### src/rtl/dmem_bus_bridge_pkg.sv
// Shared parameters, state encoding and helpers for the data-memory bus bridge.
package dmem_bus_bridge_pkg;

  localparam int unsigned ADDR_W = 32;
  localparam int unsigned DATA_W = 32;
  localparam int unsigned BE_W   = 4;

  localparam int unsigned        DMEM_TIMEOUT_CYCLES = 256;
  localparam logic [DATA_W-1:0]  DMEM_ERR_FILL       = 32'hDEAD_BEEF;

  typedef enum logic [1:0] {
    IDLE     = 2'd0,
    RD_WAIT  = 2'd1,
    WR_SETUP = 2'd2,
    WR_WAIT  = 2'd3
  } bridge_state_e;

  // Word-align a byte address by clearing the two low bits.
  function automatic logic [ADDR_W-1:0] word_addr(input logic [ADDR_W-1:0] a);
    return a & ~ADDR_W'(3);
  endfunction

endpackage

### src/rtl/dmem_bus_bridge_if.sv
// Simple request/acknowledge memory bus between the bridge and the memory system.
interface dmem_bus_bridge_if;
  import dmem_bus_bridge_pkg::*;

  logic              bus_req;
  logic              bus_we;
  logic [ADDR_W-1:0] bus_addr;
  logic [BE_W-1:0]   bus_be;
  logic [DATA_W-1:0] bus_wdata;
  logic              bus_ack;
  logic [DATA_W-1:0] bus_rdata;

  modport master (
    output bus_req, bus_we, bus_addr, bus_be, bus_wdata,
    input  bus_ack, bus_rdata
  );

  modport slave (
    input  bus_req, bus_we, bus_addr, bus_be, bus_wdata,
    output bus_ack, bus_rdata
  );

endinterface

### src/rtl/dmem_bus_bridge.sv
// Bridges the CPU M-stage data access onto a req/ack bus, with stall,
// read-data hold and an optional access timeout.
module dmem_bus_bridge
  import dmem_bus_bridge_pkg::*;
#(
  parameter int unsigned       TIMEOUT_CYCLES = DMEM_TIMEOUT_CYCLES,
  parameter logic [DATA_W-1:0] ERR_FILL       = DMEM_ERR_FILL
) (
  input  logic              clock,
  input  logic              reset,
  input  logic              Mem_EarlyStrobe,
  input  logic [ADDR_W-1:0] Mem_EarlyAddress,
  input  logic              Mem_EarlyWrite,
  input  logic              Mem_Write,
  input  logic [DATA_W-1:0] Mem_WriteData,
  input  logic [BE_W-1:0]   Mem_ByteSelect,
  output logic              Mem_Stall,
  output logic [DATA_W-1:0] Mem_ReadData,
  output logic              Mem_BusError,
  dmem_bus_bridge_if.master bus
);

  localparam int unsigned CNT_W =
    (TIMEOUT_CYCLES > 0) ? $clog2(TIMEOUT_CYCLES + 1) : 1;
  localparam logic [CNT_W-1:0] CNT_LAST =
    (TIMEOUT_CYCLES > 0) ? CNT_W'(TIMEOUT_CYCLES - 1) : CNT_W'(0);

  bridge_state_e     state_q, state_d;
  logic              req_q, req_d;
  logic              we_q, we_d;
  logic [ADDR_W-1:0] addr_q, addr_d;
  logic [BE_W-1:0]   be_q, be_d;
  logic [DATA_W-1:0] wdata_q, wdata_d;
  logic [ADDR_W-1:0] wr_addr_q, wr_addr_d;
  logic [DATA_W-1:0] rdata_q, rdata_d;
  logic              err_q, err_d;
  logic [CNT_W-1:0]  cnt_q, cnt_d;

  logic waiting_c;
  logic timeout_c;
  logic accept_c;

  // Waiting on the bus and timeout detection for the current cycle.
  always_comb begin
    waiting_c = (state_q == RD_WAIT) || (state_q == WR_WAIT);
    timeout_c = waiting_c && !bus.bus_ack && (TIMEOUT_CYCLES != 0) && (cnt_q == CNT_LAST);
  end

  // Next-state and next register values; a new access is taken whenever the current one completes.
  always_comb begin
    state_d   = state_q;
    req_d     = req_q;
    we_d      = we_q;
    addr_d    = addr_q;
    be_d      = be_q;
    wdata_d   = wdata_q;
    wr_addr_d = wr_addr_q;
    rdata_d   = rdata_q;
    err_d     = 1'b0;
    cnt_d     = cnt_q;
    accept_c  = 1'b0;

    case (state_q)
      IDLE: begin
        accept_c = 1'b1;
      end
      RD_WAIT: begin
        if (bus.bus_ack) begin
          req_d    = 1'b0;
          rdata_d  = bus.bus_rdata;
          state_d  = IDLE;
          accept_c = 1'b1;
        end else if (timeout_c) begin
          req_d    = 1'b0;
          rdata_d  = ERR_FILL;
          err_d    = 1'b1;
          state_d  = IDLE;
          accept_c = 1'b1;
        end else begin
          cnt_d = cnt_q + CNT_W'(1);
        end
      end
      WR_SETUP: begin
        if (Mem_Write && (Mem_ByteSelect != '0)) begin
          req_d   = 1'b1;
          we_d    = 1'b1;
          addr_d  = wr_addr_q;
          be_d    = Mem_ByteSelect;
          wdata_d = Mem_WriteData;
          cnt_d   = CNT_W'(0);
          state_d = WR_WAIT;
        end else begin
          state_d  = IDLE;
          accept_c = 1'b1;
        end
      end
      WR_WAIT: begin
        if (bus.bus_ack) begin
          req_d    = 1'b0;
          state_d  = IDLE;
          accept_c = 1'b1;
        end else if (timeout_c) begin
          req_d    = 1'b0;
          err_d    = 1'b1;
          state_d  = IDLE;
          accept_c = 1'b1;
        end else begin
          cnt_d = cnt_q + CNT_W'(1);
        end
      end
      default: begin
        state_d = IDLE;
        req_d   = 1'b0;
      end
    endcase

    if (accept_c && Mem_EarlyStrobe) begin
      if (Mem_EarlyWrite) begin
        state_d   = WR_SETUP;
        wr_addr_d = word_addr(Mem_EarlyAddress);
      end else begin
        state_d = RD_WAIT;
        req_d   = 1'b1;
        we_d    = 1'b0;
        be_d    = {BE_W{1'b1}};
        addr_d  = word_addr(Mem_EarlyAddress);
        cnt_d   = CNT_W'(0);
      end
    end
  end

  // State and output registers.
  always_ff @(posedge clock or posedge reset) begin
    if (reset) begin
      state_q   <= IDLE;
      req_q     <= 1'b0;
      we_q      <= 1'b0;
      addr_q    <= '0;
      be_q      <= '0;
      wdata_q   <= '0;
      wr_addr_q <= '0;
      rdata_q   <= '0;
      err_q     <= 1'b0;
      cnt_q     <= '0;
    end else begin
      state_q   <= state_d;
      req_q     <= req_d;
      we_q      <= we_d;
      addr_q    <= addr_d;
      be_q      <= be_d;
      wdata_q   <= wdata_d;
      wr_addr_q <= wr_addr_d;
      rdata_q   <= rdata_d;
      err_q     <= err_d;
      cnt_q     <= cnt_d;
    end
  end

  // Stall and read-data bypass are combinational so a zero-wait read costs no stall.
  assign Mem_Stall    = (state_q == WR_SETUP) || (waiting_c && !bus.bus_ack && !timeout_c);
  assign Mem_ReadData = ((state_q == RD_WAIT) && bus.bus_ack) ? bus.bus_rdata : rdata_q;
  assign Mem_BusError = err_q;

  assign bus.bus_req   = req_q;
  assign bus.bus_we    = we_q;
  assign bus.bus_addr  = addr_q;
  assign bus.bus_be    = be_q;
  assign bus.bus_wdata = wdata_q;

endmodule

### src/flat_wrapper.sv
// flat-port wrapper written by rule: the top's interface ports become plain ports
module dmem_bus_bridge_flat import dmem_bus_bridge_pkg::*;
#(
  parameter int unsigned       TIMEOUT_CYCLES = DMEM_TIMEOUT_CYCLES,
  parameter logic [DATA_W-1:0] ERR_FILL       = DMEM_ERR_FILL
)
  (clock, reset, Mem_EarlyStrobe, Mem_EarlyAddress, Mem_EarlyWrite, Mem_Write, Mem_WriteData, Mem_ByteSelect, Mem_Stall, Mem_ReadData, Mem_BusError, bus_bus_req, bus_bus_we, bus_bus_addr, bus_bus_be, bus_bus_wdata, bus_bus_ack, bus_bus_rdata);
  dmem_bus_bridge_if bus_i ();
  input  logic clock;
  input  logic reset;
  input  logic Mem_EarlyStrobe;
  input  logic [ADDR_W-1:0] Mem_EarlyAddress;
  input  logic Mem_EarlyWrite;
  input  logic Mem_Write;
  input  logic [DATA_W-1:0] Mem_WriteData;
  input  logic [BE_W-1:0] Mem_ByteSelect;
  output logic Mem_Stall;
  output logic [DATA_W-1:0] Mem_ReadData;
  output logic Mem_BusError;
  output wire logic [$bits(bus_i.bus_req)-1:0] bus_bus_req;
  output wire logic [$bits(bus_i.bus_we)-1:0] bus_bus_we;
  output wire logic [$bits(bus_i.bus_addr)-1:0] bus_bus_addr;
  output wire logic [$bits(bus_i.bus_be)-1:0] bus_bus_be;
  output wire logic [$bits(bus_i.bus_wdata)-1:0] bus_bus_wdata;
  input wire logic [$bits(bus_i.bus_ack)-1:0] bus_bus_ack;
  input wire logic [$bits(bus_i.bus_rdata)-1:0] bus_bus_rdata;
  assign bus_bus_req = bus_i.bus_req;
  assign bus_bus_we = bus_i.bus_we;
  assign bus_bus_addr = bus_i.bus_addr;
  assign bus_bus_be = bus_i.bus_be;
  assign bus_bus_wdata = bus_i.bus_wdata;
  assign bus_i.bus_ack = bus_bus_ack;
  assign bus_i.bus_rdata = bus_bus_rdata;
  dmem_bus_bridge #(.TIMEOUT_CYCLES(TIMEOUT_CYCLES), .ERR_FILL(ERR_FILL)) u_core (.clock(clock), .reset(reset), .Mem_EarlyStrobe(Mem_EarlyStrobe), .Mem_EarlyAddress(Mem_EarlyAddress), .Mem_EarlyWrite(Mem_EarlyWrite), .Mem_Write(Mem_Write), .Mem_WriteData(Mem_WriteData), .Mem_ByteSelect(Mem_ByteSelect), .Mem_Stall(Mem_Stall), .Mem_ReadData(Mem_ReadData), .Mem_BusError(Mem_BusError), .bus(bus_i));
endmodule
### config.mk
export PLATFORM = sky130hd
export DESIGN_NAME = dmem_bus_bridge_flat
export DESIGN_NICKNAME = d
export VERILOG_FILES = /design/src/rtl/dmem_bus_bridge_pkg.sv /design/src/rtl/dmem_bus_bridge_if.sv /design/src/rtl/dmem_bus_bridge.sv /design/src/flat_wrapper.sv
export SDC_FILE = /design/constraint.sdc
export NUM_CORES = 1
export LEC_CHECK = 0
export ABC_AREA = 1
export BUFFER_PORTS_ARGS = -buffer_cell sky130_fd_sc_hd__buf_2
export CELL_PAD_IN_SITES_DETAIL_PLACEMENT = 1
export CELL_PAD_IN_SITES_GLOBAL_PLACEMENT = 1
export CORE_MARGIN = 2
export CORE_UTILIZATION = 36
export CTS_CLUSTER_DIAMETER = 80
export DETAILED_ROUTE_END_ITERATION = 10
export MAX_ROUTING_LAYER = met4
export PLACE_DENSITY = 0.87
export SLEW_MARGIN = 30
export SYNTH_ARGS = -nofsm -noshare
export SYNTH_HDL_FRONTEND = slang
export SYNTH_SLANG_ARGS = --single-unit
### constraint.sdc
create_clock -name clock -period 5.1 [get_ports clock]
set_clock_uncertainty 0.2 [all_clocks]
set_input_delay 0.255 -clock clock [delete_from_list [all_inputs] [get_ports clock]]
set_output_delay 0.255 -clock clock [all_outputs]
set_load 0.005 [all_outputs]
## Word level (Yosys, flattened, before mapping)

Cells that the tools add are included.

- Add/subtract/negate cells: 1
- Multiply operators: 0
- Divide/modulo/power cells: 0
- $lt $le $gt $ge: 0
- Eq/ne operators: 5
- Shift operators: 0
- Multiplexer cells: 39
- Bitwise gates (word level): 0
- Reduce and logical (&&, ||, !) cells: 19

Operator list:

| operator | number |
|---|---|
| 32-bit two-way mux | 7 |
| 9-bit two-way mux | 5 |
| 9-bit case mux with 2 select lines | 1 |
| 4-bit two-way mux | 4 |
| 1-bit two-way mux | 14 |
| 2-bit two-way mux | 5 |
| 9-bit by 1-bit adder with 9-bit output (second input constant) | 1 |
| 9-bit by 8-bit equality test with 1-bit output (second input constant) | 1 |
| 2-bit AND reduction | 4 |
| 1-bit logical AND | 6 |
| 2-bit equality test (second input constant) | 2 |
| 4-bit by 1-bit != test with 1-bit output (second input constant) | 1 |
| 2-bit case mux with 2 select lines | 1 |
| 4-bit nonzero test | 1 |
| 1-bit case mux with 3 select lines | 1 |
| 3-bit nonzero test | 1 |
| 2-bit by 1-bit equality test with 1-bit output (second input constant) | 1 |
| 1-bit zero test | 2 |
| 2-bit zero test | 1 |
| 1-bit logical OR | 2 |
| 1-bit case mux with 2 select lines | 1 |
| 2-bit nonzero test | 1 |
| 2-bit OR reduction | 1 |

- Bits in registers: 144
- Latch bits: 0
- Memory bits (writable): 0
- ROM bits: 0
- Input bits: 106
- Output and inout bits: 104
- Word-level logic and storage cells: 74
- Memories kept: 0

## Longest topological paths before layout

Gate-level depths: netlist of the first run.

- Depth after elaboration: 10
- Depth in mapped cells: 13
- Mapped depth without buffers: 13

## Worst setup path after synthesis of the first run

OpenSTA, ideal clock, no wires.

- Kind: flip-flop to flip-flop
- Start: register u_core.cnt_q[0]
- End: register u_core.wr_addr_q[10]
- Setup time: 121 ps
- Arrival time: 1833 ps
- Setup slack: 2946 ps
- Cell stages (with the launch flop): 13
- Period minus slack after synthesis: 2154 ps
- Cells stage by stage: dfrtp_1 -> ha_1 -> nand3_1 -> nor4_1 -> ha_1 -> inv_2 -> nand3_4 -> nand2_1 -> inv_2 -> nand2_2 -> nor2_4 -> buf_2 -> o21ai_1

- Cells in the longest elaborated chain, start to end: 7

Ends and longest elaborated chain:

| element | line | RTL |
|---|---|---|
| from (decl) | dmem_bus_bridge.sv:37 | `logic [CNT_W-1:0] cnt_q, cnt_d;` |
| from (signal assigned) | dmem_bus_bridge.sv:155 | `cnt_q <= cnt_d;` |
| 9-bit by 8-bit equality test with 1-bit output | dmem_bus_bridge.sv:46 | `timeout_c = waiting_c && !bus.bus_ack && (TIMEOUT_CYCLES != 0) && (cnt_q == CNT_LAST);` |
| 1-bit logical AND | dmem_bus_bridge.sv:46 |  |
| 1-bit two-way mux | dmem_bus_bridge.sv:73, dmem_bus_bridge.sv:102 |  |
| 1-bit two-way mux | dmem_bus_bridge.sv:98 | `if (bus.bus_ack) begin` |
| 1-bit case mux with 3 select lines | dmem_bus_bridge.sv:63 | `case (state_q)` |
| 1-bit logical AND | dmem_bus_bridge.sv:117 | `if (accept_c && Mem_EarlyStrobe) begin` |
| 2-bit AND reduction (no source line) | -- |  |
| to (signal assigned) | dmem_bus_bridge.sv:152 | `wr_addr_q <= wr_addr_d;` |
| to (decl) | dmem_bus_bridge.sv:34 | `logic [ADDR_W-1:0] wr_addr_q, wr_addr_d;` |

No other way between the ends.
A chain may end at the register's enable or synchronous reset.

## Worst setup path in the final report of the first run

- Start: register u_core.cnt_q[0]
- End: register u_core.addr_q[28], in the netlist u_core.bus.bus_addr[28]

- Cells in the longest elaborated chain, start to end: 7

Ends and longest elaborated chain:

| element | line | RTL |
|---|---|---|
| 9-bit by 8-bit equality test with 1-bit output | dmem_bus_bridge.sv:46 |  |
| 1-bit logical AND | dmem_bus_bridge.sv:46 |  |
| 1-bit two-way mux | dmem_bus_bridge.sv:73, dmem_bus_bridge.sv:102 |  |
| 1-bit two-way mux | dmem_bus_bridge.sv:98 |  |
| 1-bit case mux with 3 select lines | dmem_bus_bridge.sv:63 |  |
| 1-bit logical AND | dmem_bus_bridge.sv:117 |  |
| 32-bit two-way mux | dmem_bus_bridge.sv:117 |  |
| named net u_core.addr_d[28] | dmem_bus_bridge.sv:31 | `logic [ADDR_W-1:0] addr_q, addr_d;` |
| to (signal assigned) | dmem_bus_bridge.sv:149 | `addr_q <= addr_d;` |
| to (decl) | dmem_bus_bridge.sv:31 |  |

The timed path passes the listed nets, and every way through them passes these cells.

==> results of run 1 <==
[Yosys cell counts, drive strengths merged, types with 2 or more instances]
| master | n |
|---|---|
| nand2 | 308 |
| dfrtp | 144 |
| a21oi | 55 |
| buf | 33 |
| clkbuf | 4 |
| inv | 89 |
| nand3 | 12 |
| o21ai | 85 |
| nor2 | 45 |
| ha | 2 |
[layout by cell type (no fill, tap or decap), types with 3 or more instances in the layout]
cell type,count
dfrtp_1,144
inv_6,3
nand2_1,306
nor2_1,43
nand3_1,9
inv_1,82
bufinv_16,5
a21oi_1,54
nand3_4,3
buf_2,207
dlygate4sd3_1,102
o21ai_0,25
o21ai_1,60
inv_2,6
buf_4,5
clkbuf_16,17
[metal layers]
layer  vias to the layer above  track usage  routed length, um
met2                       195        0.406              10800
met5                         -            -                  0
met3                        52       0.0667               1380
li1                       3012            -                  -
met1                      3101        0.262               8980
met4                         0        0.102                596
[state kept, by name (all words and copies together), names as in the netlist, 2 cells and up]
| signal | cells |
|---|---|
| u_core.bus.bus_addr | 32 |
| u_core.bus.bus_be | 4 |
| u_core.bus.bus_wdata | 32 |
| u_core.cnt_q | 9 |
| u_core.rdata_q | 32 |
| u_core.state_q | 2 |
| u_core.wr_addr_q | 30 |
[cells by family after synthesis]
| group | count (synthesis) | synth area share |
|---|---|---|
| AOI/OAI and AO/OA | 141 | 0.112 |
| and+or+nand+nor | 368 | 0.229 |
| buffers and inverters | 127 | 0.0884 |
| DFF | 144 | 0.566 |
| xor gates and xnor gates | 1 | 0.00137 |
| adders and majority gates | 2 | 0.00393 |
[critical path: cells and delay by family (launching register included)]
family | cells | cell delay [ns]
buffers and inverters | 3 | 0.76
and+or+nand+nor | 7 | 1.10
DFF | 1 | 0.42
adders and majority gates | 2 | 0.49
[metrics by stage]
stage,instance area [sq um],total power (W),utilization,setup slack (ns),cells
finish,9190,0.00492,0.531,2.04,1318
global route,9190,0.00526,0.531,1.76,1318
detailed placement,7510,0.00340,0.434,2.08,1183
floorplan,6370,0.00273,-,0.779,783
CTS,9180,0.00488,0.531,2.06,1316
global placement,7510,0.00331,0.434,2.20,1183
[path summary, 6_finish.rpt]
path                                                      start  slack, ns                                    to  depth (start not counted)
max                                   u_core.cnt_q[0]$_DFF_PP0_       2.04     u_core.bus.bus_addr[28]$_DFF_PP0_                         12
min                                                   Mem_Write       0.15             u_core.cnt_q[3]$_DFF_PP0_                          4
max reg2reg                           u_core.cnt_q[0]$_DFF_PP0_       2.04     u_core.bus.bus_addr[28]$_DFF_PP0_                         12
min reg2reg                u_core.bus.bus_wdata[20]$_DFFE_PP0P_       0.27  u_core.bus.bus_wdata[20]$_DFFE_PP0P_                          2
max in group asynchronous                                 reset       3.29  u_core.bus.bus_wdata[17]$_DFFE_PP0P_                          4
min in group asynchronous                                 reset       0.32        u_core.rdata_q[31]$_DFFE_PP0P_                          3
[final cells by class]
type | instances | area, sq um
flip-flops and latches | 144 | 3600
diodes | 2 | 5.00
clock buffers | 19 | 443
repair buffers | 314 | 2090
well taps | 225 | 282
clock inverters | 12 | 206
inverters | 90 | 347
fillers | 2094 | 8110
multi-input cells | 512 | 2200
[timing repair]
action | in CTS | in global routing
hold buffers | 102 | 0
buffers inserted | 0 | 0
endpoints found under the hold margin | 228 | 0
[power groups by stage]
stage                     Clock [W]  Sequential (W)  Combinational [W]
after global placement            0         0.00179            0.00152
final                       0.00139         0.00182            0.00171
after global routing        0.00146         0.00187            0.00193
after floorplan                   0         0.00181           0.000924
after CTS                   0.00142         0.00180            0.00166
after detailed placement          0         0.00182            0.00158
==> flow_summary_export.csv, run 1 <==
group,metric,value,unit
status,outcome,"finished, final reports clean",
logic_synthesis,syn-cell-area,0.00637,sq mm
clocking,cts.htree.levels,4,
worst_setup_path,slowest_delay,0.61,ns
place,io_buffers,207,
drt,detail-route-antenna-nets,0,
logic_synthesis,synthCells,783,
floorplan,initial_core_util,0.368,
timing,holdWs,0.154,ns
power_and_ir_drop,power_frac_comb,0.347,
clocking,clockBufferDepth,2,
drt,drt-initial-drc-count,225,
clocking,cts_tree,"yes",
drt,routed_wirelength,21800,um
cells_and_area,drive_gt1_frac,0.236,
timing,fmax,327,MHz
worst_hold_path,hp-class,"in -> reg",
floorplan,row_count,48,
place,gp_congestion,0.818,
cells_and_area,nets,1187,
timing,final_max_slew_viol_count,0,
worst_setup_path,arrival,3.22,ns
drt,vias_per_cell,4.83,
timing,setup-tns-final,0,ns
worst_setup_path,crit_fanout,31,
power_and_ir_drop,p_int,0.00317,W
worst_setup_path,crit_slowest_cell,"inv_2",
worst_setup_path,path_cells,"ha_1, nand3_1, nor4_1, ha_1, inv_2, nand3_4, nand2_1, inv_2, nand3_4, inv_2, nand2_1, nand2_1",
timing,hold_violations,0,
power_and_ir_drop,clockPowerShare,0.282,
logic_synthesis,synth_top_area_share,0.566,
power_and_ir_drop,p_leak,4.91,nW
power_and_ir_drop,switchingPower,0.00174,W
floorplan,die_h,137,um
worst_setup_path,worst-setup-path-type,"reg -> reg",
flow_run,maxCapViolations,0,
timing,fin_crit_sh,0.600,
grt,overflow,0,
clocking,clock_latency,0.43,ns
logic_synthesis,synth-main-ff-cell,"dfrtp_1",
floorplan,design.die.area,0.0188,sq mm
clocking,numCtsBuffers,17,
timing,tightest_slew,0.761,ns
logic_synthesis,synth_nets,891,
timing,relSlewSlack,0.492,
drt,dr.pass1.iters,4,
grt,antenna_found_initial,2,
power_and_ir_drop,p_seq_frac,0.370,
logic_synthesis,synth_cell_types,24,
logic_synthesis,synth_seq_area_share,0.566,
logic_synthesis,ys_async_sr_fraction,1.00,
clocking,clkTransAtPathRegs,0.06,ns
power_and_ir_drop,powerDensity,535,mW/mm^2
grt,track_usage,0.239,
power_and_ir_drop,peakVddDrop,268,uV
place,hpwl,12300,um
floorplan,fp.coreArea,0.0173,sq mm
worst_setup_path,cp.required,5.27,ns
timing,rsz0062_at_grt,"no",
timing,fin_crit,3.06,ns
floorplan,num_io_pins,210,
logic_synthesis,synth_top_area_cell,"dfrtp_1",
logic_synthesis,synth-seq-cells,144,
clocking,clkSinkCount,144,
logic_synthesis,avgSynthCellArea,8.14,sq um
grt,grt_pass1_wl,33400,um
clocking,cts_resized,0,
logic_synthesis,synth_edf_count,0,
cells_and_area,area_growth,44.2,%
logic_synthesis,yosys_warnings,0,
floorplan,dieWidth,137,um
drt,drcViolationCount,0,
worst_setup_path,cp-start-kind,"flop",
timing,setup_viol,0,
worst_setup_path,crit_path_end_kind,"flop",
grt,grt_max_degree,100,
drt,drt-wirelength-per-cell,16.5,um
logic_synthesis,synthTopCellsByArea,"dfrtp_1, nand2_1, inv_1, o21ai_1, a21oi_1",
power_and_ir_drop,switching_share,0.355,
drt,vias,6360,
clocking,clockRootBuffer,"clkbuf_16",
grt,grt_pass1_vias,6548,
No activity file was read; power rests on OpenSTA's default activity.
==> run 2: changes to the inputs <==
==> constraint.sdc (replaced) <==
create_clock -name clock -period 3.02 [get_ports clock]
set_clock_uncertainty 0.2 [all_clocks]
set_input_delay 0.151 -clock clock [delete_from_list [all_inputs] [get_ports clock]]
set_output_delay 0.151 -clock clock [all_outputs]
set_load 0.005 [all_outputs]
==> run 2 against run 1 <==
Core utilization is 0.47 points higher; sequential share of layout area is 0.34 points lower; highest routed layer unchanged; clock power is 64% higher; maximum frequency is 15% higher; register-to-register slack worse by 1.7 ns; via count is 1.3% higher; wire length is 4.2% higher; design area is 0.89% higher; global-route usage is 1.6 points higher; first-iteration DRC count is 8.4% lower.
==> flow_summary_export.csv, run 2 (synthesis gave the netlist of run 1 again) <==
group,metric,value,unit
drt,routed_wirelength,22700,um
drt,dr.pass1.iters,4,
flow_run,maxCapViolations,0,
cells_and_area,drive_gt1_frac,0.240,
grt,grt_pass1_wl,35700,um
grt,grt_max_degree,145,
floorplan,initial_core_util,0.368,
clocking,clock_latency,0.42,ns
grt,grt_pass1_vias,7109,
cells_and_area,nets,1195,
cells_and_area,layout.cells.non_filler,1326,
worst_setup_path,path_cells,"ha_1, nand3_1, nor4_1, ha_1, inv_2, nand3_4, nand2_1, inv_2, nand3_4, inv_2, buf_12, nand2_1, nand2_1",
grt,track_usage,0.254,
power_and_ir_drop,peakVddDrop,485,uV
worst_setup_path,critical_path.startpoint,"u_core.cnt_q[0]$_DFF_PP0_",
worst_setup_path,r2r-start,"u_core.cnt_q[0]$_DFF_PP0_",
clocking,post_cts_buffers,0,
timing,final_max_slew_viol_count,0,
grt,overflow,0,
drt,drt-wirelength-per-cell,17.1,um
clocking,clockBufferDepth,2,
timing,setup_viol,0,
timing,holdWs,0.253,ns
drt,vias,6443,
power_and_ir_drop,clockPowerShare,0.273,
worst_hold_path,min_from,"Mem_WriteData[2]",
timing,fmax,375,MHz
timing,setup_slack,0.355,ns
floorplan,design.die.area,0.0188,sq mm
drt,detail-route-antenna-nets,0,
power_and_ir_drop,switchingPower,0.00304,W
power_and_ir_drop,powerDensity,900,mW/mm^2
place,dp.cells,1189,
worst_setup_path,cp.required,3.18,ns
place,io_buffers,207,
timing,setup-tns-final,0,ns
timing,rsz0062_at_grt,"no",
cells_and_area,mostFrequentLayoutCell,"nand2_1",
clocking,clkSinkCount,144,
worst_setup_path,worst-setup-path-type,"reg -> reg",
clocking,clkTransAtPathRegs,0.06,ns
place,place_ws,0.373,ns
clocking,cts_tree,"yes",
timing,relSlewSlack,0.482,
worst_setup_path,crit_fanout,31,
floorplan,fp.coreArea,0.0173,sq mm
drt,drcViolationCount,0,
place,gp_congestion,0.786,
power_and_ir_drop,switching_share,0.364,
clocking,cts.htree.levels,4,
status,outcome,"finished, final reports clean",
grt,antenna_found_initial,1,
cells_and_area,area_growth,45.4,%
worst_setup_path,crit_path_end_kind,"flop",
floorplan,dieWidth,137,um
drt,vias_per_cell,4.86,
floorplan,die_h,137,um
worst_setup_path,cp-start-kind,"flop",
worst_setup_path,arrival,2.82,ns
timing,hold_violations,0,
power_and_ir_drop,p_seq_frac,0.370,
worst_setup_path,crit_slowest_cell,"dfrtp_1",
timing,tightest_slew,0.777,ns
clocking,clockRootBuffer,"clkbuf_16",
worst_setup_path,slowest_delay,0.40,ns
timing,fin_crit_sh,0.883,
floorplan,num_io_pins,210,
power_and_ir_drop,p_int,0.00531,W
timing,fin_crit,2.67,ns
drt,drt-initial-drc-count,206,
place,hpwl,12300,um
worst_hold_path,hp-class,"in -> reg",
cells_and_area,layout_common_cells,"nand2_1, buf_2, dfrtp_1, dlygate4sd3_1, inv_1",
floorplan,row_count,48,
clocking,numCtsBuffers,17,
power_and_ir_drop,p_leak,4.94,nW
power_and_ir_drop,power_frac_comb,0.357,
run 2: power by group through the flow:
stage	Clock, W	Combinational [W]	Sequential (W)
finish	0.00228	0.00298	0.00308
global route	0.00241	0.00337	0.00316
CTS	0.00230	0.00288	0.00304
detailed placement	0	0.00273	0.00306
floorplan	0	0.00156	0.00306
global placement	0	0.00262	0.00301
run 2: cell type report:
| cell class | instances | area (sq um) |
|---|---|---|
| Fill cell | 2095 | 8030 |
| Antenna cell | 1 | 2.50 |
| Timing Repair Buffer | 322 | 2200 |
| Inverter | 90 | 343 |
| Tap cell | 225 | 282 |
| Multi-Input combinational cell | 512 | 2200 |
| Clock buffer | 20 | 447 |
| Clock inverter | 12 | 184 |
| Sequential cell | 144 | 3600 |
run 2: metrics by stage:
step	instance area (sq um)	utilization	power [W]
2_1_floorplan	6370	-	0.00462
3_3_place_gp	7590	0.439	0.00562
3_5_place_dp	7590	0.439	0.00578
5_1_grt	9270	0.536	0.00893
4_1_cts	9260	0.535	0.00821
6_report	9270	0.536	0.00834
run 2: timing repair:
| item | in CTS | in global routing |
|---|---|---|
| hold buffers | 104 | 0 |
| hold endpoints to repair | 276 | 0 |
| gates resized for setup | 0 | 1 |
| endpoints found under the setup margin | 0 | 2 |
run 2: path summary, 6_finish.rpt:
check / endpoint / slack (ns) / cells after the start
min in group asynchronous: u_core.rdata_q[18]$_DFFE_PP0P_ / 0.32 / 4
worst min register to register: u_core.bus.bus_wdata[2]$_DFFE_PP0P_ / 0.28 / 2
max in group asynchronous: u_core.cnt_q[1]$_DFF_PP0_ / 1.72 / 4
worst max register to register: u_core.bus.bus_addr[9]$_DFF_PP0_ / 0.35 / 13
worst min-delay path: u_core.bus.bus_wdata[2]$_DFFE_PP0P_ / 0.25 / 4
worst max-delay path: u_core.bus.bus_addr[9]$_DFF_PP0_ / 0.35 / 13
run 2: worst max-delay path, delay by kind of cell, from the launching register on:
| family | cells | cell delay, ns |
|---|---|---|
| buf+inv | 4 | 0.49 |
| flops | 1 | 0.40 |
| simple gates | 7 | 1.02 |
| fa+ha+maj | 2 | 0.47 |
run 2: metal layers:
layer / up-vias / GRT usage / part of all wire
li1: 3025 / - / -
met1: 3139 / 0.273 / 0.39
met2: 213 / 0.438 / 0.52
met3: 66 / 0.0711 / 0.060
met4: 0 / 0.112 / 0.033
met5: - / - / 0
